**src/rtl/amstrad_mem_pkg.sv**
```systemverilog
// amstrad_mem_pkg
// Shared definitions for the Amstrad memory arbiter: arbiter FSM state
// type, SDRAM byte-enable encodings, default parameter values and a
// helper that maps a CPU byte address bit onto a byte-enable lane.
package amstrad_mem_pkg;

    localparam int AW_DEFAULT       = 23;
    localparam int VID_PRIO_DEFAULT = 1;

    localparam logic [1:0] BE_NONE = 2'b00;
    localparam logic [1:0] BE_LO   = 2'b01;
    localparam logic [1:0] BE_HI   = 2'b10;
    localparam logic [1:0] BE_WORD = 2'b11;

    typedef enum logic [1:0] {
        ST_IDLE    = 2'd0,
        ST_CPU_ACC = 2'd1,
        ST_VID_ACC = 2'd2
    } arb_state_t;

    // CPU accesses are byte wide; address bit 0 picks the half of the word.
    function automatic logic [1:0] cpu_be(input logic a0);
        return a0 ? BE_HI : BE_LO;
    endfunction

endpackage

```
**src/rtl/amstrad_req_latch.sv**
```systemverilog
// amstrad_req_latch
// Holds one requestor's pending access: a capture pulse stores the
// payload and raises pend; clear drops pend once the access is done.
// A capture arriving while pend is still set is discarded and sets the
// sticky ovf flag.
// Ports:
//   clk, rst_n      clock, async active-low reset
//   capture         request event (one cycle)
//   clear           access for the held request has completed
//   data_in         payload sampled on capture
//   pend            request held and not yet completed
//   data            held payload
//   ovf             sticky: a request was lost while one was pending
module amstrad_req_latch
    import amstrad_mem_pkg::*;
#(
    parameter int W = AW_DEFAULT
) (
    input  logic         clk,
    input  logic         rst_n,
    input  logic         capture,
    input  logic         clear,
    input  logic [W-1:0] data_in,
    output logic         pend,
    output logic [W-1:0] data,
    output logic         ovf
);

    always_ff @(posedge clk or negedge rst_n) begin
        if (!rst_n) begin
            pend <= 1'b0;
            data <= '0;
            ovf  <= 1'b0;
        end else begin
            if (capture && pend) begin
                ovf <= 1'b1;
            end
            if (capture && !pend) begin
                pend <= 1'b1;
                data <= data_in;
            end else if (clear) begin
                pend <= 1'b0;
            end
        end
    end

endmodule

```
**src/rtl/amstrad_mem_arb.sv**
```systemverilog
// amstrad_mem_arb
// Arbitrates the Z80 CPU and the video fetcher onto a single SDRAM
// controller port. One access is in flight at a time; grants are made
// only from IDLE, and with both requests pending VID_PRIO picks the
// winner while the loser stays pending.
// Optional build macro: AMSTRAD_ROM_WP_EN -- CPU writes to the upper half
// of the address space (ROM region) complete without touching memory.
// Ports:
//   CLK, reset_n                      clock, async active-low reset
//   cpu_rd, cpu_wr, cpu_A, cpu_dout   CPU strobes (level), address, write data
//   cpu_din, cpu_wait                 CPU read data, Z80 WAIT (high = stall)
//   vid_req, vid_A                    video fetch pulse and address
//   vid_data, vid_valid, vid_ovf      fetched word, one-cycle strobe, lost-fetch flag
//   mem_req, mem_we, mem_A,
//   mem_dout, mem_be                  SDRAM request side
//   mem_din, mem_ack                  SDRAM read data and completion
//
// state      | meaning
// IDLE       | no access in flight; grant taken here
// CPU_ACC    | CPU access presented to SDRAM, waiting for mem_ack
// VID_ACC    | video fetch presented to SDRAM, waiting for mem_ack
module amstrad_mem_arb
    import amstrad_mem_pkg::*;
#(
    parameter int AW       = AW_DEFAULT,
    parameter int VID_PRIO = VID_PRIO_DEFAULT
) (
    input  logic          CLK,
    input  logic          reset_n,
    input  logic          cpu_rd,
    input  logic          cpu_wr,
    input  logic [AW-1:0] cpu_A,
    input  logic [7:0]    cpu_dout,
    output logic [7:0]    cpu_din,
    output logic          cpu_wait,
    input  logic          vid_req,
    input  logic [AW-1:0] vid_A,
    output logic [15:0]   vid_data,
    output logic          vid_valid,
    output logic          mem_req,
    output logic          mem_we,
    output logic [AW-1:0] mem_A,
    output logic [7:0]    mem_dout,
    output logic [1:0]    mem_be,
    input  logic [15:0]   mem_din,
    input  logic          mem_ack,
    output logic          vid_ovf
);

    localparam int CW = AW + 9;

    arb_state_t    state;
    logic          strobe, strobe_q, cpu_edge;
    logic [CW-1:0] cpu_cap_in, cpu_cap;
    logic          cpu_pend, vid_pend, cpu_pw;
    logic [7:0]    cpu_pd;
    logic [AW-1:0] cpu_pa, vid_pa;
    logic          idle, grant_cpu, grant_vid, rom_skip;
    logic          clear_cpu, clear_vid;
    logic          cpu_ovf_unused;

    assign strobe     = cpu_rd | cpu_wr;
    assign cpu_edge   = strobe & ~strobe_q;
    assign cpu_cap_in = {cpu_wr, cpu_dout, cpu_A};
    assign {cpu_pw, cpu_pd, cpu_pa} = cpu_cap;

    assign idle      = (state == ST_IDLE);
    assign grant_vid = idle && vid_pend && (!cpu_pend || (VID_PRIO != 0));
    assign grant_cpu = idle && cpu_pend && !grant_vid;

`ifdef AMSTRAD_ROM_WP_EN
    assign rom_skip = cpu_pw & cpu_pa[AW-1];
`else
    assign rom_skip = 1'b0;
`endif

    // Pending stays set for the whole access so a second request during
    // service is seen as an overflow rather than queued behind it.
    assign clear_cpu = ((state == ST_CPU_ACC) && mem_ack) || (grant_cpu && rom_skip);
    assign clear_vid = (state == ST_VID_ACC) && mem_ack;

    amstrad_req_latch #(.W(CW)) u_cpu_latch (
        .clk     (CLK),
        .rst_n   (reset_n),
        .capture (cpu_edge),
        .clear   (clear_cpu),
        .data_in (cpu_cap_in),
        .pend    (cpu_pend),
        .data    (cpu_cap),
        .ovf     (cpu_ovf_unused)
    );

    amstrad_req_latch #(.W(AW)) u_vid_latch (
        .clk     (CLK),
        .rst_n   (reset_n),
        .capture (vid_req),
        .clear   (clear_vid),
        .data_in (vid_A),
        .pend    (vid_pend),
        .data    (vid_pa),
        .ovf     (vid_ovf)
    );

    always_ff @(posedge CLK or negedge reset_n) begin
        if (!reset_n) begin
            state     <= ST_IDLE;
            // A strobe held across reset must not look like a new access.
            strobe_q  <= 1'b1;
            mem_req   <= 1'b0;
            mem_we    <= 1'b0;
            mem_be    <= BE_NONE;
            mem_A     <= '0;
            mem_dout  <= '0;
            cpu_din   <= '0;
            cpu_wait  <= 1'b0;
            vid_data  <= '0;
            vid_valid <= 1'b0;
        end else begin
            strobe_q  <= strobe;
            vid_valid <= 1'b0;
            if (cpu_edge) begin
                cpu_wait <= 1'b1;
            end
            case (state)
                ST_IDLE: begin
                    if (grant_vid) begin
                        state   <= ST_VID_ACC;
                        mem_req <= 1'b1;
                        mem_we  <= 1'b0;
                        mem_be  <= BE_WORD;
                        mem_A   <= vid_pa;
                    end else if (grant_cpu) begin
                        if (rom_skip) begin
                            cpu_wait <= 1'b0;
                        end else begin
                            state    <= ST_CPU_ACC;
                            mem_req  <= 1'b1;
                            mem_we   <= cpu_pw;
                            mem_be   <= cpu_be(cpu_pa[0]);
                            mem_A    <= cpu_pa;
                            mem_dout <= cpu_pd;
                        end
                    end
                end
                ST_CPU_ACC: begin
                    if (mem_ack) begin
                        state    <= ST_IDLE;
                        mem_req  <= 1'b0;
                        mem_we   <= 1'b0;
                        cpu_wait <= 1'b0;
                        if (!mem_we) begin
                            cpu_din <= mem_A[0] ? mem_din[15:8] : mem_din[7:0];
                        end
                    end
                end
                ST_VID_ACC: begin
                    if (mem_ack) begin
                        state     <= ST_IDLE;
                        mem_req   <= 1'b0;
                        vid_data  <= mem_din;
                        vid_valid <= 1'b1;
                    end
                end
                default: begin
                    state   <= ST_IDLE;
                    mem_req <= 1'b0;
                end
            endcase
        end
    end

endmodule
```
**config.mk**
```make
export PLATFORM = sky130hd
export DESIGN_NAME = amstrad_mem_arb
export DESIGN_NICKNAME = d
export VERILOG_FILES = /design/src/rtl/amstrad_mem_pkg.sv /design/src/rtl/amstrad_req_latch.sv /design/src/rtl/amstrad_mem_arb.sv
export SDC_FILE = /design/constraint.sdc
export NUM_CORES = 1
export LEC_CHECK = 0
export BUFFER_PORTS_ARGS = -buffer_cell sky130_fd_sc_hd__buf_2
export CORE_ASPECT_RATIO = 1.4
export CORE_MARGIN = 2
export CORE_UTILIZATION = 47
export DETAILED_ROUTE_END_ITERATION = 7
export HOLD_SLACK_MARGIN = 0.02
export PLACE_DENSITY = 0.74
export SLEW_MARGIN = 20
export SYNTH_ARGS = -nofsm -noshare
export SYNTH_HDL_FRONTEND = slang
export SYNTH_SLANG_ARGS = --single-unit
```
**constraint.sdc**
```tcl
create_clock -name CLK -period 1.44 [get_ports CLK]
set_clock_uncertainty 0.1 [all_clocks]
set_input_delay 0.072 -clock CLK [delete_from_list [all_inputs] [get_ports CLK]]
set_output_delay 0.072 -clock CLK [all_outputs]
set_load 0.01 [all_outputs]
```
# Word-level counts from Yosys, hierarchy flattened

Index checks and enable logic that the tools add are counted.

Add/sub/neg operators: 0
$mul: 0
Divide/modulo/power cells: 0
Order comparisons: 0
Equality and inequality tests: 5
Shift-type cells: 0
Multiplexer cells: 26
Bitwise logic cells: 5
Reduce and logical (&&, ||, !) cells: 23

Operators with widths:

| cell                                                                    | number |
|---|---|
| 23-bit two-way mux                                                      | 2 |
| 1-bit two-way mux                                                       | 14 |
| 2-bit two-way mux                                                       | 6 |
| 3-bit AND reduction                                                     | 3 |
| 1-bit logical AND                                                       | 8 |
| 8-bit two-way mux                                                       | 1 |
| 2-bit nonzero test                                                      | 4 |
| 2-bit AND reduction                                                     | 3 |
| 1-bit one-hot mux with 2 select lines                                   | 2 |
| 2-bit one-hot mux with 2 select lines                                   | 1 |
| 1-bit logical NOT                                                       | 3 |
| 3-bit by 1-bit inequality test with 1-bit output, second input constant | 1 |
| 1-bit NOT                                                               | 3 |
| 2-bit by 1-bit == test with 1-bit output, second input constant         | 1 |
| 2-bit == test, second input constant                                    | 1 |
| 2-bit logical NOT                                                       | 1 |
| 2-bit by 1-bit inequality test with 1-bit output, second input constant | 1 |
| 2-bit inequality test, second input constant                            | 1 |
| 2-bit OR reduction                                                      | 1 |
| 1-bit bitwise AND                                                       | 1 |
| 1-bit OR                                                                | 1 |

Flip-flop bits (word level): 122
Latch bits: 0
RAM bits: 0
Bits in read-only memories: 0
Input port bits: 76
Output and inout bits: 62
Word-level logic and storage cells: 75
Memories kept: 0

# Longest topological paths before layout

Word-level depth: 7
Mapped depth: 7
Depth with buffers taken out: 5

# By module

From an unflattened synthesis, not the netlist that was laid out.

Cells, all modules: 358
Area, all modules: 5282.6 um2

Modules (own cells, without submodules):

| module                           | times used | cells an instance | area an instance (um2) | seq. area each (um2) |
|---|---|---|---|---|
| amstrad_mem_arb                  | 1          | 229               | 2834.0                 | 1602.8 |
| amstrad_req_latch at u_cpu_latch | 1          | 74                | 1413.9                 | 850.8 |
| amstrad_req_latch at u_vid_latch | 1          | 55                | 1034.7                 | 625.6 |

# Least setup slack after synthesis

OpenSTA, ideal clock, no wires.

Kind: flip-flop to flip-flop
Start: reg state[0]
End: reg mem_we
Setup time: 0.125 ns
Arrival time: 1.292 ns
Required time: 1.215 ns
Setup slack: -0.077 ns
Cell stages (with the launch flop): 6
Path buffers: 1
Period minus slack after synthesis: 1.517 ns
Cells stage by stage: dfrtp_1 > inv_1 > ha_1 > buf_4 > a21oi_1 > mux2_2

Cells in the longest elaborated chain, start to end: 6
Elaborated cells on any way between the ends: 12
Those cells by class: 3 x eq/ne; 2 x mux; 7 x reduce/logical

Ends and longest elaborated chain:

| what                                                       | RTL line               | source |
|---|---|---|
| start, declared                                            | amstrad_mem_arb.sv:52  | `arb_state_t state;` |
| start signal, assigned                                     | amstrad_mem_arb.sv:106 | `state <= ST_IDLE;` |
| start signal, assigned                                     | amstrad_mem_arb.sv:127 | `state <= ST_VID_ACC;` |
| start signal, assigned                                     | amstrad_mem_arb.sv:136 | `state <= ST_CPU_ACC;` |
| 2-bit logical NOT (*)                                      | amstrad_mem_arb.sv:67  | `assign idle = (state == ST_IDLE);` |
| via idle                                                   | amstrad_mem_arb.sv:58  | `logic idle, grant_cpu, grant_vid, rom_skip;` |
| 1-bit logical AND                                          | amstrad_mem_arb.sv:68  | `assign grant_vid = idle && vid_pend && (!cpu_pend \|\| (VID_PRIO != 0));` |
| 1-bit logical NOT                                          | amstrad_mem_arb.sv:69  | `assign grant_cpu = idle && cpu_pend && !grant_vid;` |
| 1-bit logical AND                                          | amstrad_mem_arb.sv:69  |  |
| 3-bit by 1-bit inequality test with 1-bit output (no line) | n/a                    |  |
| 3-bit AND reduction (no line)                              | n/a                    |  |
| end signal, assigned                                       | amstrad_mem_arb.sv:138 | `mem_we <= cpu_pw;` |
| end, declared                                              | amstrad_mem_arb.sv:41  | `output logic mem_we,` |

The timed path passes the listed nets; every way through them passes the cells marked *.
A chain may end at the register's enable or synchronous reset.

# Worst setup path in the final report

Start: reg u_cpu_latch.pend
End: reg u_cpu_latch.data[12]

Cells in the longest elaborated chain, start to end: 2

Ends and longest elaborated chain:

| what                   | RTL line                | source |
|---|---|---|
| start, declared        | amstrad_req_latch.sv:24 | `output logic pend,` |
| start signal, assigned | amstrad_req_latch.sv:31 | `pend <= 1'b0;` |
| start signal, assigned | amstrad_req_latch.sv:39 | `pend <= 1'b1;` |
| start signal, assigned | amstrad_req_latch.sv:42 | `pend <= 1'b0;` |
| 1-bit logical NOT      | amstrad_req_latch.sv:38 | `if (capture && !pend) begin` |
| 1-bit logical AND      | amstrad_req_latch.sv:38 |  |
| end signal, assigned   | amstrad_req_latch.sv:40 | `data <= data_in;` |
| end, declared          | amstrad_req_latch.sv:25 | `output logic [W-1:0] data,` |

Every way passes these cells.

==> impl_metrics.env <==
export IMPL_synth_nets=447
export IMPL_overflow=0
export IMPL_finalWorstSetupSlack_ns=-0.0888
export IMPL_start_util=0.482
export IMPL_grt_antenna_before_repair=0
export IMPL_die_area_um2=11500
export IMPL_hold_path_class="input port to flip-flop"
export IMPL_nNetsFinal=694
export IMPL_cts_sinks=122
export IMPL_core_um2=10300
export IMPL_drc_errors=0
export IMPL_synthCells=368
export IMPL_portBuffers=137
export IMPL_worstSetupStartpointType="flip-flop"
export IMPL_min_delay_start="cpu_wr"
export IMPL_dr_pass1_iters=4
export IMPL_area_delta_synth_final_pct=57.3
export IMPL_vias_per_cell=5.27
export IMPL_outcome="finished, violations left"
export IMPL_final_common_cell="buf_2"
export IMPL_std_cell_rows=44
export IMPL_wire_per_inst_um=18.3
export IMPL_whs_ns=0.105
export IMPL_grt_max_degree=66
export IMPL_drive_gt1_frac=0.540
export IMPL_yosysWarnings=0
export IMPL_antenna_left=0
export IMPL_most_common_layout_cells="136 x buf_2, 120 x dfrtp_1, 76 x dlygate4sd3_1"
export IMPL_place_ws_ns=-0.166
export IMPL_antenna_cells=0
export IMPL_final_hold_violation_count=0
export IMPL_cp_end_kind="flip-flop"
export IMPL_crit_path_start="u_cpu_latch.pend$_DFFE_PN0P_"
export IMPL_drtIter0Drc=181
export IMPL_synth_cell_types=29
export IMPL_clk_pin_slew_ns=0.05
export IMPL_cts_tree="done"
export IMPL_ctsRootBufferMaster="clkbuf_16"
export IMPL_cts_buffer_depth=2
export IMPL_yosysSeqAreaShare=0.612
export IMPL_avgSynthCellArea_um2=13.6
export IMPL_cts_buffers_inserted=17
export IMPL_crit_fanout=11
export IMPL_gp_congestion=0.772
export IMPL_vias=4036
export IMPL_groute_usage_overall=0.235
export IMPL_setup_viol=52
export IMPL_die_x_um=91.1
export IMPL_grt_pass1_vias=4200
export IMPL_grt_pass1_wl_um=21000
export IMPL_criticalPathCategory="flip-flop to flip-flop"
export IMPL_wirelength_um=14000
export IMPL_syn_area_um2=4990
export IMPL_slew_violations=0
export IMPL_htree_levels=4
export IMPL_fp_dieH_um=126
export IMPL_drv_cap=0
export IMPL_min_period_ns=1.53
export IMPL_arrival_ns=1.72
export IMPL_worstPathRequired_ns=1.63
export IMPL_ios=138
export IMPL_violations="setup timing"
export IMPL_grt_setup_unrepaired="true"
export IMPL_dp_hpwl_um=8110
export IMPL_tightest_slew_ns=0.337
export IMPL_ys_ff_latch=122
export IMPL_fin_crit_sh=1.06
export IMPL_slew_headroom=0.775
export IMPL_cellPowerDensity_nw_per_um2=2360
export IMPL_clock_latency_ns=0.41
export IMPL_fmax_ghz=0.654
export IMPL_r2r_start="u_cpu_latch.pend$_DFFE_PN0P_"
export IMPL_ir_worst_vdd_mv=1.40
export IMPL_power_leakage_nw=3.57
==> Yosys cell counts, drive strengths merged <==
| master | n | area share |
|---|---|---|
| dfrtp | 121 | 0.61 |
| nor3 | 1 | 0.0033 |
| o21a | 2 | 0.0030 |
| ha | 3 | 0.0075 |
| nand3b | 7 | 0.011 |
| nor2b | 2 | 0.0025 |
| a22o | 1 | 0.0018 |
| mux2i | 9 | 0.018 |
| a21oi | 27 | 0.027 |
| nand2 | 14 | 0.012 |
| clkbuf | 4 | 0.0030 |
| nand3 | 2 | 0.0045 |
| a21o | 3 | 0.0045 |
| o21ai | 17 | 0.017 |
| and3b | 1 | 0.0018 |
| o22a | 1 | 0.0018 |
| o22ai | 40 | 0.050 |
| buf | 19 | 0.029 |
| nor2 | 7 | 0.0058 |
| mux2 | 80 | 0.18 |
| dfstp | 1 | 0.0053 |
| inv | 6 | 0.0045 |
==> stage by stage <==
step	std cells	TNS (ns)	power, mW	area (µm²)	utilization
after floorplan	368	-0.0174	10.0	5000	-
after global placement	648	-1.39	12.1	6000	0.580
after detailed placement	648	-4.67	12.4	6000	0.580
after CTS	763	-0.894	16.8	7440	0.719
after global routing	766	-4.31	19.4	7850	0.758
final	766	-2.30	18.5	7850	0.758
==> kinds of logic (layout without fill, tap and decap cells) <==
logic type / Yosys count / count (layout) / synth area share
mux: 89 / 89 / 0.199
simple gates: 34 / 34 / 0.0399
compound gates: 91 / 91 / 0.105
buf+inv: 29 / 289 / 0.0369
flops: 122 / 122 / 0.612
fa+ha+maj: 3 / 3 / 0.00752
==> layout make-up <==
type                       count  area, µm²
clock buffer                  25        495
clock inverter                 7       65.1
fill                         632       2500
inverter                       6       22.5
multi-input combinational    217       2130
sequential                   122       3060
tap                          138        173
timing repair buffer         251       1910
==> power by group <==
| group | total, mW | switching [mW] | leakage (nW) | internal [mW] |
|---|---|---|---|---|
| clock | 3.99 | 1.45 | 0.273 | 2.54 |
| combinational | 7.99 | 3.66 | 1.87 | 4.33 |
| sequential | 6.52 | 1.35 | 1.43 | 5.17 |
==> worst max-delay path, stage by stage (launching register included) <==
cell and delay, ns:
dfrtp_1 0.41, nor3_4 0.29, buf_6 0.24, mux2_2 0.37
==> what timing repair did <==
item                                    in CTS  in global routing
cloned                                       1                  1
buffers inserted                             5                  6
gates resized for setup                     14                 92
endpoints found under the setup margin      78                 93
endpoints found under the hold margin      207                  0
hold buffers                                77                  0
pin swaps                                    2                 26
==> worst paths after layout <==
path | endpoint | slack (ns) | cells past startpoint
worst max-delay path | u_cpu_latch.data[12]$_DFFE_PN0P_ | -0.09 | 3
worst min-delay path | strobe_q$_DFF_PN1_ | 0.10 | 4
worst max register to register | u_cpu_latch.data[12]$_DFFE_PN0P_ | -0.09 | 3
worst min register to register | u_vid_latch.ovf$_DFFE_PN0P_ | 0.36 | 1
max in group asynchronous | mem_dout[4]$_DFFE_PN0P_ | 0.59 | 3
min in group asynchronous | u_cpu_latch.data[23]$_DFFE_PN0P_ | 0.15 | 3
==> layer usage <==
| layer | share of wire | wire, µm | up-vias | track usage |
|---|---|---|---|---|
| li1 | - | - | 1845 | - |
| met1 | 0.39 | 5530 | 2038 | 0.278 |
| met2 | 0.55 | 7720 | 131 | 0.410 |
| met3 | 0.034 | 482 | 22 | 0.0461 |
| met4 | 0.022 | 311 | 0 | 0.111 |
| met5 | 0 | 0 | - | 0 |
==> sequential cells by signal (all words and copies together) (netlist names), 2 cells and up <==
signal,count
mem_be,2
state,2
mem_A,23
mem_dout,8
u_cpu_latch.data,32
vid_data,16
u_vid_latch.data,23
cpu_din,8
(Power assumes the default switching activity.)
